<file path="src/rtl/positadd_raw_pipe_if.sv">
// positadd_raw_pipe_if: operand/result handshake bundle for the raw posit adder pipeline.
interface positadd_raw_pipe_if #(
  parameter int FRAC_W = 26,
  parameter int SCALE_W = 9
);
  localparam int IN_W = SCALE_W + FRAC_W + 3;
  localparam int OUT_W = SCALE_W + FRAC_W + 8;
  logic in_valid, in_ready, sub, out_valid, out_ready, truncated;
  logic [IN_W-1:0] in1, in2;
  logic [OUT_W-1:0] result;
  modport master(output in_valid, in1, in2, sub, out_ready, input in_ready, out_valid, result, truncated);
  modport slave(input in_valid, in1, in2, sub, out_ready, output in_ready, out_valid, result, truncated);
endinterface

</file>
<file path="src/rtl/positadd_raw_pipe.sv">
// positadd_raw_pipe: 4-stage raw posit adder (compare, align/add, LZD, normalize).
// POSITADD_RAW_STICKY_EN ORs the alignment-truncation flag into result fraction bit 0.
module positadd_raw_pipe #(
  parameter int FRAC_W = 26,
  parameter int SCALE_W = 9
) (
  input logic clk,
  input logic rst,
  positadd_raw_pipe_if.slave bus
);
  localparam int IN_W = SCALE_W + FRAC_W + 3;
  localparam int SFRAC_W = FRAC_W + 4;
  localparam int OUT_W = SCALE_W + SFRAC_W + 4;
  localparam int SC_W = SCALE_W + 1;
  localparam int SH_MAX = 2 * SFRAC_W;
  localparam int SH_W = $clog2(SH_MAX + 1);
  localparam int LZ_W = $clog2(SFRAC_W + 2);
  logic [3:0] v_q, en;
  logic z1, z2, s1, s2, swap;
  logic signed [SCALE_W-1:0] c1, c2;
  logic [FRAC_W-1:0] f1, f2;
  logic [SC_W-1:0] diff;
  logic sgn0_q, sub0_q, inf0_q;
  logic signed [SCALE_W-1:0] sc0_q;
  logic [SFRAC_W-1:0] lsig0_q, ssig0_q, shifted;
  logic [SH_W-1:0] sh0_q;
  logic [SFRAC_W:0] sum1, sum1_q, sum2_q;
  logic sgn1_q, inf1_q, tr1, tr1_q;
  logic signed [SCALE_W-1:0] sc1_q;
  logic [LZ_W-1:0] lz, lz2_q;
  logic [SC_W-1:0] sc2, sc2_q;
  logic sgn2_q, inf2_q, tr2_q, nz;
  logic [SFRAC_W-1:0] frac3;
  logic [OUT_W-1:0] res_q;
  logic tr_q;
  // a stage may load if it or any later stage is empty, or the consumer takes the head
  assign en = {~v_q[3], ~&v_q[3:2], ~&v_q[3:1], ~&v_q} | {4{bus.out_ready}};
  assign bus.in_ready = en[0];
  assign bus.out_valid = v_q[3];
  assign bus.result = res_q;
  assign bus.truncated = tr_q;
  always_comb begin
    z1 = bus.in1[0];
    z2 = bus.in2[0];
    s1 = bus.in1[IN_W-1] & ~z1;
    s2 = (bus.in2[IN_W-1] ^ bus.sub) & ~z2;
    c1 = z1 ? '0 : bus.in1[IN_W-2 -: SCALE_W];
    c2 = z2 ? '0 : bus.in2[IN_W-2 -: SCALE_W];
    f1 = z1 ? '0 : bus.in1[FRAC_W+1:2];
    f2 = z2 ? '0 : bus.in2[FRAC_W+1:2];
    swap = ~z2 & (z1 | c2 > c1 | (c2 == c1 & f2 > f1));
    diff = swap ? {c2[SCALE_W-1], c2} - {c1[SCALE_W-1], c1} : {c1[SCALE_W-1], c1} - {c2[SCALE_W-1], c2};
  end
  always_comb begin
    shifted = ssig0_q >> sh0_q;
    tr1 = (shifted << sh0_q) != ssig0_q;
    sum1 = sub0_q ? {1'b0, lsig0_q} - {1'b0, shifted} : {1'b0, lsig0_q} + {1'b0, shifted};
  end
  always_comb begin
    lz = LZ_W'(SFRAC_W + 1);
    for (int i = 0; i <= SFRAC_W; i++) if (sum1_q[i]) lz = LZ_W'(SFRAC_W - i);
    sc2 = sum1_q == '0 ? '0 : {sc1_q[SCALE_W-1], sc1_q} + SC_W'(1) - SC_W'(lz);
  end
  always_comb begin
    nz = |sum2_q;
`ifdef POSITADD_RAW_STICKY_EN
    frac3 = SFRAC_W'(sum2_q << lz2_q) | {{(SFRAC_W-1){1'b0}}, tr2_q};
`else
    frac3 = SFRAC_W'(sum2_q << lz2_q);
`endif
  end
  always_ff @(posedge clk) begin
    if (en[0]) begin
      sgn0_q <= swap ? s2 : s1;
      sc0_q <= swap ? c2 : c1;
      lsig0_q <= swap ? {~z2, f2, 3'b000} : {~z1, f1, 3'b000};
      ssig0_q <= swap ? {~z1, f1, 3'b000} : {~z2, f2, 3'b000};
      sh0_q <= diff > SC_W'(SH_MAX) ? SH_W'(SH_MAX) : diff[SH_W-1:0];
      sub0_q <= s1 ^ s2;
      inf0_q <= (bus.in1[1] & ~z1) | (bus.in2[1] & ~z2);
    end
    if (en[1]) begin
      sum1_q <= sum1;
      sgn1_q <= sgn0_q;
      sc1_q <= sc0_q;
      inf1_q <= inf0_q;
      tr1_q <= tr1;
    end
    if (en[2]) begin
      sum2_q <= sum1_q;
      lz2_q <= lz;
      sc2_q <= sc2;
      sgn2_q <= sgn1_q;
      inf2_q <= inf1_q;
      tr2_q <= tr1_q;
    end
  end
  always_ff @(posedge clk or posedge rst) begin
    if (rst) begin
      v_q <= '0;
      res_q <= '0;
      tr_q <= 1'b0;
    end else begin
      v_q <= (en & {v_q[2:0], bus.in_valid}) | (~en & v_q);
      if (en[3]) begin
        res_q <= {sgn2_q & nz, sc2_q, frac3, inf2_q, ~nz & ~inf2_q};
        tr_q <= tr2_q;
      end
    end
  end
endmodule

</file>
<file path="src/flat_wrapper.sv">
// flat-port wrapper written by rule: the top's interface ports become plain ports
module positadd_raw_pipe_flat 
#(
  parameter int FRAC_W = 26,
  parameter int SCALE_W = 9
)
  (clk, rst, bus_in_valid, bus_in1, bus_in2, bus_sub, bus_out_ready, bus_in_ready, bus_out_valid, bus_result, bus_truncated);
  positadd_raw_pipe_if #(.FRAC_W(FRAC_W), .SCALE_W(SCALE_W)) bus_i ();
  input logic clk;
  input logic rst;
  input wire logic [$bits(bus_i.in_valid)-1:0] bus_in_valid;
  input wire logic [$bits(bus_i.in1)-1:0] bus_in1;
  input wire logic [$bits(bus_i.in2)-1:0] bus_in2;
  input wire logic [$bits(bus_i.sub)-1:0] bus_sub;
  input wire logic [$bits(bus_i.out_ready)-1:0] bus_out_ready;
  output wire logic [$bits(bus_i.in_ready)-1:0] bus_in_ready;
  output wire logic [$bits(bus_i.out_valid)-1:0] bus_out_valid;
  output wire logic [$bits(bus_i.result)-1:0] bus_result;
  output wire logic [$bits(bus_i.truncated)-1:0] bus_truncated;
  assign bus_i.in_valid = bus_in_valid;
  assign bus_i.in1 = bus_in1;
  assign bus_i.in2 = bus_in2;
  assign bus_i.sub = bus_sub;
  assign bus_i.out_ready = bus_out_ready;
  assign bus_in_ready = bus_i.in_ready;
  assign bus_out_valid = bus_i.out_valid;
  assign bus_result = bus_i.result;
  assign bus_truncated = bus_i.truncated;
  positadd_raw_pipe #(.FRAC_W(FRAC_W), .SCALE_W(SCALE_W)) u_core (.clk(clk), .rst(rst), .bus(bus_i));
endmodule
</file>
<file path="config.mk">
export PLATFORM = sky130hd
export DESIGN_NAME = positadd_raw_pipe_flat
export DESIGN_NICKNAME = d
export VERILOG_FILES = /design/src/rtl/positadd_raw_pipe_if.sv /design/src/rtl/positadd_raw_pipe.sv /design/src/flat_wrapper.sv
export SDC_FILE = /design/constraint.sdc
export NUM_CORES = 1
export LEC_CHECK = 0
export CORE_MARGIN = 3
export CORE_UTILIZATION = 40
export DETAILED_ROUTE_END_ITERATION = 16
export SLEW_MARGIN = 20
export SYNTH_ARGS = -nofsm -noshare
export SYNTH_HDL_FRONTEND = slang
export SYNTH_SLANG_ARGS = --single-unit
</file>
<file path="constraint.sdc">
create_clock -name clk -period 16.9 [get_ports clk]
set_input_delay 3.38 -clock clk [delete_from_list [all_inputs] [get_ports clk]]
set_output_delay 3.38 -clock clk [all_outputs]
set_load 0.05 [all_outputs]
</file>
==> out/qor.csv <==
metric,value,unit
slew_headroom,0.321,
timing.rr.start,u_core.sh0_q[1],
fillers,4036,
status,completed,
area_growth,14.3,%
slew_viol_final,0,
final_cells,2447,
arrival,5.60,ns
grt_max_degree,82,
dp_hpwl,41100,um
rows,75,
grt_pass1_vias,14100,
dp_cells,2404,
drive_gt1_frac,0.0918,
cp_top_family,buffers and inverters,
hp-class,reg -> reg,
chipWidth,213,um
drv_cap,0,
synth_edf_count,164,
cts_hold_buf,0,
synth_area_per_cell,9.45,um^2
start_kind,primary input,
seq_area_frac_synth,0.356,
ys_seq_elements,212,
highest_layer,met4,
setup.worst_path.class,in -> out,
die_area,0.0455,mm^2
htreeDepth,1,
clock_sinks,212,
p_per_area,136,mW/mm^2
whs_path_depth,0,
crit_buf_inv,3,
gr-usage-all-layers,0.231,
start_util,0.407,
path_cells,clkdlybuf4s50_1 > nor2b_4 > buf_4 > nand4_1 > clkdlybuf4s50_1,
synthDistinctLibCells,99,
crit_cells,5,
ant_nets,0,
layout.nets,2061,
netlist.area_leader.share,0.286,
wl_met1,23900,um
cpMostUsedCell,clkdlybuf4s50_1,
whs,0.403,ns
rsz0062_at_grt,false,
synthAdderAreaFrac,0.0660,
vdd_ir_drop_max,118,uV
cp_max_fo,50,
postCtsSetupBuffers,0,
synthCells,1821,
placed_area,0.0189,mm^2
setup_viol,0,
cts_buffers,24,
hold_viol,0,
min_from,u_core.inf0_q,
min_period_over_period,0.531,
regToRegSetupSlack,10.11,ns
timing.rr.end,u_core.sum1_q[29],
met2_length,24800,um
final.setup.tns,0,ns
synth-compound-area-share,0.205,
syn_area,0.0172,mm^2
synth_top_family_by_area,compound AO/OA/AOI/OAI gates,
min_period,8.98,ns
synth_xor_area_frac,0.0351,
wl_met3,3160,um
cts_tree,built,
vias_per_cell,6.02,
drt_first_pass_iters,5,
die_h,213,um
core,0.0422,mm^2
grt_pass1_wl,82300,um
synth_ff_type,edfxtp_1,
wl_per_cell,21.9,um
overflow,0,
clockBufferDepth,3,
synth.area.top_cells,"edfxtp_1 29%, dfrtp_1 7.0%, mux4_2 6.3%, ha_1 6.3%, nand2_1 4.1%",
hold_end,u_core.inf1_q,
reg2reg_depth,25,
tightestPinTransition,1.02,ns
gp_congestion,1.04,
async_flop_share,0.226,
critPathCaptureType,primary output,
synth_nets,1991,
cp_slowest_stage_delay,0.81,ns
synth_top_cell_by_area,edfxtp_1,
post_cts_resized,0,
synth_mux_area_frac,0.113,
clk_pin_slew_worst_paths,0.06,ns
synth-simple-area-share,0.180,
port_buffers,126,
crit_required,13.52,ns
max_freq,111,MHz
io_pins,127,
yosysWarnings,0,
clk_latency,0.54,ns
total_power,2.68,mW
antenna_found_initial,1,
critPathSlowestCell,clkdlybuf4s50_1,
fin_skew,0.0235,ns
vias,14700,
drt_iter0_markers,1234,
cts_root_buf,clkbuf_16,
leakage,7.42,nW
fin_area,0.0197,mm^2
drc,0,
drt-total-wl,53600,um
-- worst register-to-register path: stages (launching register included) --
cell,delay (ns)
edfxtp_1,0.33
buf_4,0.43
buf_4,0.58
mux4_1,0.76
nand2b_1,0.22
a211o_1,0.33
nand4b_1,0.33
ha_1,0.28
and4_1,0.22
and2_1,0.20
and3_1,0.22
nor2_1,0.06
xnor2_1,0.14
ha_1,0.39
a21oi_1,0.19
o21bai_1,0.08
a21o_1,0.19
a21o_1,0.17
a21o_1,0.17
a21oi_1,0.14
nor2b_1,0.07
o21ai_0,0.16
o211ai_1,0.16
a21o_1,0.25
a311oi_1,0.36
xnor2_1,0.12
-- cell usage after synthesis, types with 19 or more instances --
library cell	count
nor3_1	31
a22oi_1	20
nor2_1	124
xor2_1	30
clkbuf_1	65
a31oi_1	19
mux4_2	48
nand2_1	190
or3_1	32
nand2b_1	72
xnor2_1	37
edfxtp_1	164
ha_1	86
nor2b_1	49
o21ai_0	125
inv_1	66
mux2_2	25
a211oi_1	22
a21oi_1	128
dfrtp_1	48
mux2i_1	56
nand3_1	22
a21o_1	41
-- per-layer routing --
metal,vias to the layer above,track usage
met5,-,0
met4,0,0.0711
met3,98,0.0306
met2,542,0.378
met1,7116,0.321
li1,6965,-
-- cell families after synthesis --
group	after synthesis
multiplexers	130
AO/OA/AOI/OAI	529
flip-flops	212
XOR/XNOR	68
adder cells (fa/ha/maj)	89
buffers and inverters	178
AND/OR/NAND/NOR	615
-- metrics by stage --
step            util  worst slack [ns]
3_3_place_gp   0.447              7.89
6_report       0.466              7.92
4_1_cts        0.465              7.88
5_1_grt        0.466              7.81
2_1_floorplan      -              7.17
3_5_place_dp   0.447              7.89
-- layout make-up --
cell class                 instances  area [um^2]  share of cell area
antenna                            1         2.50            0.000127
tap                              539          674              0.0343
clock inverter                    17          186             0.00948
inverter                          72          272              0.0138
multi-input combinational       1431        10400               0.527
sequential                       212         6130               0.311
timing repair buffer             150         1440              0.0730
clock buffer                      25          604              0.0307
-- flip-flops by register name, summed over array words and instances, names as in the netlist, 6 cells and up, named ones only --
signal             count
u_core.sh0_q           6
u_core.sum2_q         31
u_core.lsig0_q        27
u_core.sc1_q           9
u_core.ssig0_q        27
u_core.sc2_q          10
u_core.sum1_q         31
u_core.sc0_q           9
u_core.bus.result     43
-- power breakdown --
| group | internal [mW] | switching (mW) |
|---|---|---|
| combinational | 0.514 | 0.732 |
| sequential | 0.771 | 0.148 |
| clock | 0.306 | 0.209 |
-- worst max path at each step --
stage | from | to | slack (ns)
2_1_floorplan | bus_out_ready | bus_in_ready | 7.17
3_3_place_gp | bus_out_ready | bus_in_ready | 7.89
3_5_place_dp | bus_out_ready | bus_in_ready | 7.89
4_1_cts | bus_out_ready | bus_in_ready | 7.88
5_1_grt | bus_out_ready | bus_in_ready | 7.81
6_report | bus_out_ready | bus_in_ready | 7.92
-- cell usage in the layout, fill, tap and decap left out, drive strengths merged, types with 41 or more instances in the layout --
cell	instances
nand2	190
edfxtp	164
a21oi	130
o21ai	127
clkdlybuf4s50	125
nor2	125
ha	86
nand2b	72
inv	68
mux2i	56
nor2b	49
mux4	49
dfrtp	48
a21o	41
No activity file was read; power rests on OpenSTA's default activity.
